File: src/rtl/deser_capture.sv
// deser_capture: multi-lane deserialiser with auto/flush frame capture.
// Shifts LANES bits per qualified beat into a WIDTH-bit shift register.
// A frame is captured after WIDTH/LANES beats, or early on flush. It is
// presented in a holding register with a valid/ready handshake. A frame
// that completes while the holding register is still occupied is dropped,
// and the sticky overrun flag is set.
//
// Ports:
//   clk        in   clock, rising edge
//   reset_n    in   synchronous active-low reset
//   shift_en   in   shift_in carries one beat this cycle
//   shift_in   in   LANES-bit beat data
//   flush      in   capture the current partial frame
//   out_ready  in   downstream accepts the held frame
//   clear_ovr  in   clears the overrun flag
//   data_out   out  held frame
//   out_valid  out  data_out holds an unconsumed frame
//   out_beats  out  number of beats in the held frame (1..DEPTH)
//   overrun    out  sticky: at least one frame was dropped
module deser_capture #(
  parameter int unsigned WIDTH     = 512,
  parameter int unsigned LANES     = 1,
  parameter int unsigned MSB_FIRST = 1
) (
  input  logic                                clk,
  input  logic                                reset_n,
  input  logic                                shift_en,
  input  logic [LANES-1:0]                    shift_in,
  input  logic                                flush,
  input  logic                                out_ready,
  input  logic                                clear_ovr,
  output logic [WIDTH-1:0]                    data_out,
  output logic                                out_valid,
  output logic [$clog2(WIDTH/LANES+1)-1:0]    out_beats,
  output logic                                overrun
);

  localparam int unsigned DEPTH = WIDTH / LANES;
  localparam int unsigned CW    = $clog2(DEPTH + 1);

  logic [WIDTH-1:0] sr_q, sr_d;
  logic [CW-1:0]    cnt_q, cnt_d;
  logic [WIDTH-1:0] data_q, data_d;
  logic [CW-1:0]    beats_q, beats_d;
  logic             valid_q, valid_d;
  logic             ovr_q, ovr_d;

  logic [WIDTH-1:0] sr_shift;
  logic [WIDTH-1:0] sr_next;
  logic [CW-1:0]    beats_cap;
  logic             auto_done;
  logic             flush_done;
  logic             complete;
  logic             slot_free;
  logic             pop;

  // Shift direction; a single-beat frame is just the incoming beat
  generate
    if (DEPTH == 1) begin : g_single
      assign sr_shift = shift_in;
    end else if (MSB_FIRST != 0) begin : g_msb
      assign sr_shift = {sr_q[WIDTH-LANES-1:0], shift_in};
    end else begin : g_lsb
      assign sr_shift = {shift_in, sr_q[WIDTH-1:LANES]};
    end
  endgenerate

  // Capture sees the register as it will be after this cycle's beat
  assign sr_next    = shift_en ? sr_shift : sr_q;
  assign beats_cap  = cnt_q + CW'(shift_en);
  assign auto_done  = shift_en && (cnt_q == CW'(DEPTH - 1));
  assign flush_done = flush && ((cnt_q != '0) || shift_en);
  assign complete   = auto_done || flush_done;
  assign pop        = valid_q && out_ready;
  assign slot_free  = !valid_q || out_ready;

  // Next-state: shifting, frame capture, handshake and overrun tracking
  always_comb begin
    sr_d    = sr_q;
    cnt_d   = cnt_q;
    data_d  = data_q;
    beats_d = beats_q;
    valid_d = valid_q;
    ovr_d   = ovr_q;

    if (shift_en) begin
      sr_d  = sr_shift;
      cnt_d = cnt_q + CW'(1);
    end

    // Clear first so a simultaneous drop below wins
    if (clear_ovr) begin
      ovr_d = 1'b0;
    end

    if (complete) begin
      sr_d  = '0;
      cnt_d = '0;
      if (slot_free) begin
        data_d  = sr_next;
        beats_d = beats_cap;
        valid_d = 1'b1;
      end else begin
        ovr_d = 1'b1;
      end
    end else if (pop) begin
      valid_d = 1'b0;
    end
  end

  // State registers
  always_ff @(posedge clk) begin
    if (!reset_n) begin
      sr_q    <= '0;
      cnt_q   <= '0;
      data_q  <= '0;
      beats_q <= '0;
      valid_q <= 1'b0;
      ovr_q   <= 1'b0;
    end else begin
      sr_q    <= sr_d;
      cnt_q   <= cnt_d;
      data_q  <= data_d;
      beats_q <= beats_d;
      valid_q <= valid_d;
      ovr_q   <= ovr_d;
    end
  end

  assign data_out  = data_q;
  assign out_valid = valid_q;
  assign out_beats = beats_q;
  assign overrun   = ovr_q;

endmodule

File: config.mk
export PLATFORM = sky130hd
export DESIGN_NAME = deser_capture
export DESIGN_NICKNAME = d
export VERILOG_FILES = /design/src/rtl/deser_capture.sv
export SDC_FILE = /design/constraint.sdc
export NUM_CORES = 2
export LEC_CHECK = 0
export ABC_AREA = 1
export CORE_UTILIZATION = 55
export DETAILED_ROUTE_END_ITERATION = 8
export PLACE_DENSITY = 0.83
export SETUP_SLACK_MARGIN = 0.4
export SKIP_CTS_REPAIR_TIMING = 1
export SYNTH_ARGS = -nofsm -noshare
export SYNTH_HDL_FRONTEND = slang
export SYNTH_SLANG_ARGS = --single-unit
File: constraint.sdc
create_clock -name clk -period 2.37 [get_ports clk]
set_clock_uncertainty 0.15 [all_clocks]
set_input_delay 0.5925 -clock clk [delete_from_list [all_inputs] [get_ports clk]]
set_output_delay 0.5925 -clock clk [all_outputs]
set_load 0.01 [all_outputs]
==> run_summary.xml <==
<?xml version="1.0" encoding="UTF-8"?>
<metrics>
  <group name="run_status">
    <metric name="status" unit="">finished with violations</metric>
    <metric name="failed_checks" unit="">setup timing</metric>
  </group>
  <group name="final_layout">
    <metric name="num-nets-final" unit="">5225</metric>
    <metric name="layout.cells.most_common" unit="">sky130_fd_sc_hd__nor2_1</metric>
    <metric name="most-common-layout-cells" unit="">sky130_fd_sc_hd__nor2_1 (1,032), sky130_fd_sc_hd__dfxtp_1 (1,027), sky130_fd_sc_hd__mux2i_1 (508), sky130_fd_sc_hd__nand2_1 (506), sky130_fd_sc_hd__nand3_1 (453)</metric>
    <metric name="finalCoreUtilization" unit="">0.772</metric>
    <metric name="n_fill_cell" unit="">3833</metric>
    <metric name="final_layout_size_suffix_gt1_frac" unit="">0.140</metric>
    <metric name="diodes" unit="">0</metric>
    <metric name="layout_area_growth_over_synthesis" unit="%">37.9</metric>
  </group>
  <group name="setup_path">
    <metric name="r2r_setup_slack" unit="ns">0.07</metric>
    <metric name="crit_path_max_fanout" unit="">2</metric>
    <metric name="critical_path.endpoint_type" unit="">primary output</metric>
    <metric name="path_cells" unit="">clkdlybuf4s50_1</metric>
    <metric name="nature_of_the_critical_path_startpoint" unit="">flip-flop</metric>
    <metric name="setup.worst_path.class" unit="">reg2out</metric>
    <metric name="crit_path_top_delay_cell" unit="">sky130_fd_sc_hd__clkdlybuf4s50_1</metric>
    <metric name="critical-path-max-stage-delay" unit="ns">0.58</metric>
    <metric name="critPathTopFamily" unit="">buffers and inverters</metric>
    <metric name="critPathArrivalTime" unit="ns">1.68</metric>
    <metric name="worstPathRequired" unit="ns">1.63</metric>
    <metric name="path_buf_inv" unit="">1</metric>
  </group>
  <group name="pwr">
    <metric name="internal_power" unit="W">0.0316</metric>
    <metric name="seqPwrFrac" unit="">0.440</metric>
    <metric name="clockPowerShare" unit="">0.404</metric>
    <metric name="power" unit="W">0.0429</metric>
    <metric name="p_leak" unit="nW">26.1</metric>
    <metric name="swShare" unit="">0.263</metric>
    <metric name="power.density" unit="nW/um2">786</metric>
    <metric name="power.net_switching" unit="W">0.0113</metric>
    <metric name="share_comb_of_total_power" unit="">0.156</metric>
    <metric name="worst_voltage_drop_across_the_vdd_grid" unit="mV">0.848</metric>
  </group>
  <group name="logic_synthesis">
    <metric name="proportion_of_synthesized_chip_area_in_sequential_cells" unit="">0.530</metric>
    <metric name="syn-instance-count" unit="">4668</metric>
    <metric name="synthesis.area" unit="um2">39500</metric>
    <metric name="asyncSetResetFlopFracSynth" unit="">0</metric>
    <metric name="synth_edf_count" unit="">0</metric>
    <metric name="synth_largest_type_area_fraction" unit="">0.530</metric>
    <metric name="cell_types_with_the_largest_area_share_after_synthesis" unit="">sky130_fd_sc_hd__dfxtp_1 (53%), sky130_fd_sc_hd__mux2i_1 (13%), sky130_fd_sc_hd__nor2_1 (10%)</metric>
    <metric name="synth_flop_cell" unit="">sky130_fd_sc_hd__dfxtp_1</metric>
    <metric name="synth_area_leader_cell" unit="">sky130_fd_sc_hd__dfxtp_1</metric>
    <metric name="synthDistinctLibCells" unit="">26</metric>
    <metric name="synth.avg_cell_area" unit="um2">8.47</metric>
    <metric name="yosys_warnings" unit="">0</metric>
    <metric name="yosys_register_bits" unit="">1046</metric>
    <metric name="synth.net_count" unit="">4679</metric>
  </group>
  <group name="timing">
    <metric name="hold_violations" unit="">0</metric>
    <metric name="timing.setup.tns" unit="ns">-0.103</metric>
    <metric name="report.final.setup_viol" unit="">4</metric>
    <metric name="timing_max_transition_violations_final" unit="">0</metric>
    <metric name="rsz0062_at_grt" unit="">yes</metric>
    <metric name="setup_slack" unit="ns">-0.0528</metric>
    <metric name="fmaxAchievable" unit="MHz">413</metric>
    <metric name="post-route-min-period" unit="ns">2.42</metric>
    <metric name="finalCritPeriodShare" unit="">1.02</metric>
    <metric name="worst_pin_slew" unit="ns">0.614</metric>
    <metric name="max_slew_margin" unit="">0.591</metric>
  </group>
  <group name="route">
    <metric name="remaining_drc_errors" unit="">0</metric>
    <metric name="wl" unit="um">129000</metric>
    <metric name="detail_route.vias_per_cell" unit="">5.94</metric>
    <metric name="dr.first_iter.drc_count" unit="">3889</metric>
    <metric name="route.vias.total" unit="">37000</metric>
    <metric name="mean_routed_wirelength_per_cell" unit="um">20.6</metric>
    <metric name="detail-route-antenna-nets" unit="">0</metric>
    <metric name="drtPass1Iterations" unit="">9</metric>
  </group>
  <group name="grt">
    <metric name="grt-ovfl-total" unit="">0</metric>
    <metric name="globalRouteTotalUtil" unit="">0.267</metric>
    <metric name="grt_start_max_net_pins" unit="">85</metric>
    <metric name="grt_antenna_before_repair" unit="">1</metric>
    <metric name="grt_first_pass_wirelength" unit="um">162000</metric>
    <metric name="first_global_vias" unit="">31800</metric>
  </group>
  <group name="clock_tree">
    <metric name="insertion_delay" unit="ns">0.67</metric>
    <metric name="ctsHtreeMaxLevel" unit="">3</metric>
    <metric name="num_cts_buffers" unit="">102</metric>
    <metric name="cts_root_buffer" unit="">sky130_fd_sc_hd__clkbuf_16</metric>
    <metric name="path_clk_slew" unit="ns">0.07</metric>
    <metric name="tritoncts" unit="">done</metric>
    <metric name="max-clock-path-buffers" unit="">3</metric>
    <metric name="clock_tree_sinks" unit="">1046</metric>
  </group>
  <group name="floorplan">
    <metric name="fp.dieW" unit="um">270</metric>
    <metric name="initial_core_utilization" unit="">0.560</metric>
    <metric name="core_region_area" unit="um2">70600</metric>
    <metric name="die_boundary_height" unit="um">270</metric>
    <metric name="rows" unit="">97</metric>
    <metric name="total_die_area" unit="um2">73000</metric>
    <metric name="pin_count" unit="">531</metric>
  </group>
  <group name="place">
    <metric name="place_ws" unit="ns">-0.275</metric>
    <metric name="placement.io_buffers" unit="">530</metric>
    <metric name="place_congestion" unit="">0.868</metric>
    <metric name="place.detailed.hpwl" unit="um">66500</metric>
  </group>
  <group name="job">
    <metric name="maxCapViolCount" unit="">0</metric>
  </group>
  <group name="hold_path">
    <metric name="hold_class" unit="">in2reg</metric>
  </group>
</metrics>
cell usage after synthesis, types with 5 or more instances:
library cell	instances
sky130_fd_sc_hd__clkbuf_1	123
sky130_fd_sc_hd__dfxtp_1	1046
sky130_fd_sc_hd__nand3_1	527
sky130_fd_sc_hd__buf_2	215
sky130_fd_sc_hd__xor2_1	9
sky130_fd_sc_hd__buf_6	12
sky130_fd_sc_hd__a21oi_1	523
sky130_fd_sc_hd__buf_1	55
sky130_fd_sc_hd__inv_1	17
sky130_fd_sc_hd__mux2i_1	508
sky130_fd_sc_hd__nand2_1	553
sky130_fd_sc_hd__o21ai_0	5
sky130_fd_sc_hd__nor2_1	1055
metal layers:
layer	share of wire	track usage	up-vias	wire length [um]
met5	0.00010	0	-	13
met4	0.054	0.0929	2	6960
met3	0.075	0.0363	567	9630
met2	0.49	0.462	2179	63200
met1	0.38	0.340	17700	48800
li1	-	-	16500	-
area by class of cell:
class,instances,area [um2],share of cell area
Clock buffer,146,2920,0.0535
Multi-Input combinational cell,3200,17900,0.329
Tap cell,940,1180,0.0216
Inverter,18,80.1,0.00147
Sequential cell,1046,21000,0.385
Timing Repair Buffer,846,10800,0.198
Clock inverter,36,659,0.0121
stage by stage:
| stage | hold WS, ns | cells | cell area (um2) |
|---|---|---|---|
| finish | 0.153 | 6232 | 54500 |
| global route | 0.145 | 6232 | 54500 |
| global placement | 0.310 | 5932 | 46600 |
| detailed placement | 0.317 | 5932 | 46600 |
| CTS | 0.162 | 6114 | 50200 |
| floorplan | 0.320 | 4668 | 39600 |
worst paths after layout:
| kind | start | endpoint | cells after the start |
|---|---|---|---|
| worst max-delay path | data_out[322]$_SDFFE_PN0P_ | data_out[322] | 1 |
| worst min-delay path | shift_en | cnt_q[2]$_SDFFE_PP0P_ | 4 |
| worst max register to register | cnt_q[0]$_SDFFE_PP0P_ | data_out[252]$_SDFFE_PN0P_ | 14 |
| worst min register to register | data_out[62]$_SDFFE_PN0P_ | data_out[62]$_SDFFE_PN0P_ | 2 |
kinds of logic after synthesis:
group / count (synthesis) / share of synthesized area
simple gates: 2144 / 0.221
flops: 1046 / 0.530
compound gates: 530 / 0.0672
mux: 508 / 0.129
buf+inv: 424 / 0.0494
xor+xnor: 12 / 0.00266
fa+ha+maj: 4 / 0.00127
registers in the layout (all words and copies together) (netlist names):
signal	count
cnt_q	10
out_beats	10
sr_q	512
data_out	512
out_valid	1
overrun	1
power groups by stage:
stage                     clock network (W)  logic (W)  registers (W)
final                                0.0173    0.00667         0.0189
after detailed placement                  0    0.00534         0.0192
after global placement                    0    0.00523         0.0192
after CTS                            0.0172    0.00540         0.0188
after global routing                 0.0181    0.00705         0.0189
after floorplan                           0    0.00268         0.0194
No activity file was read; power rests on OpenSTA's default activity.
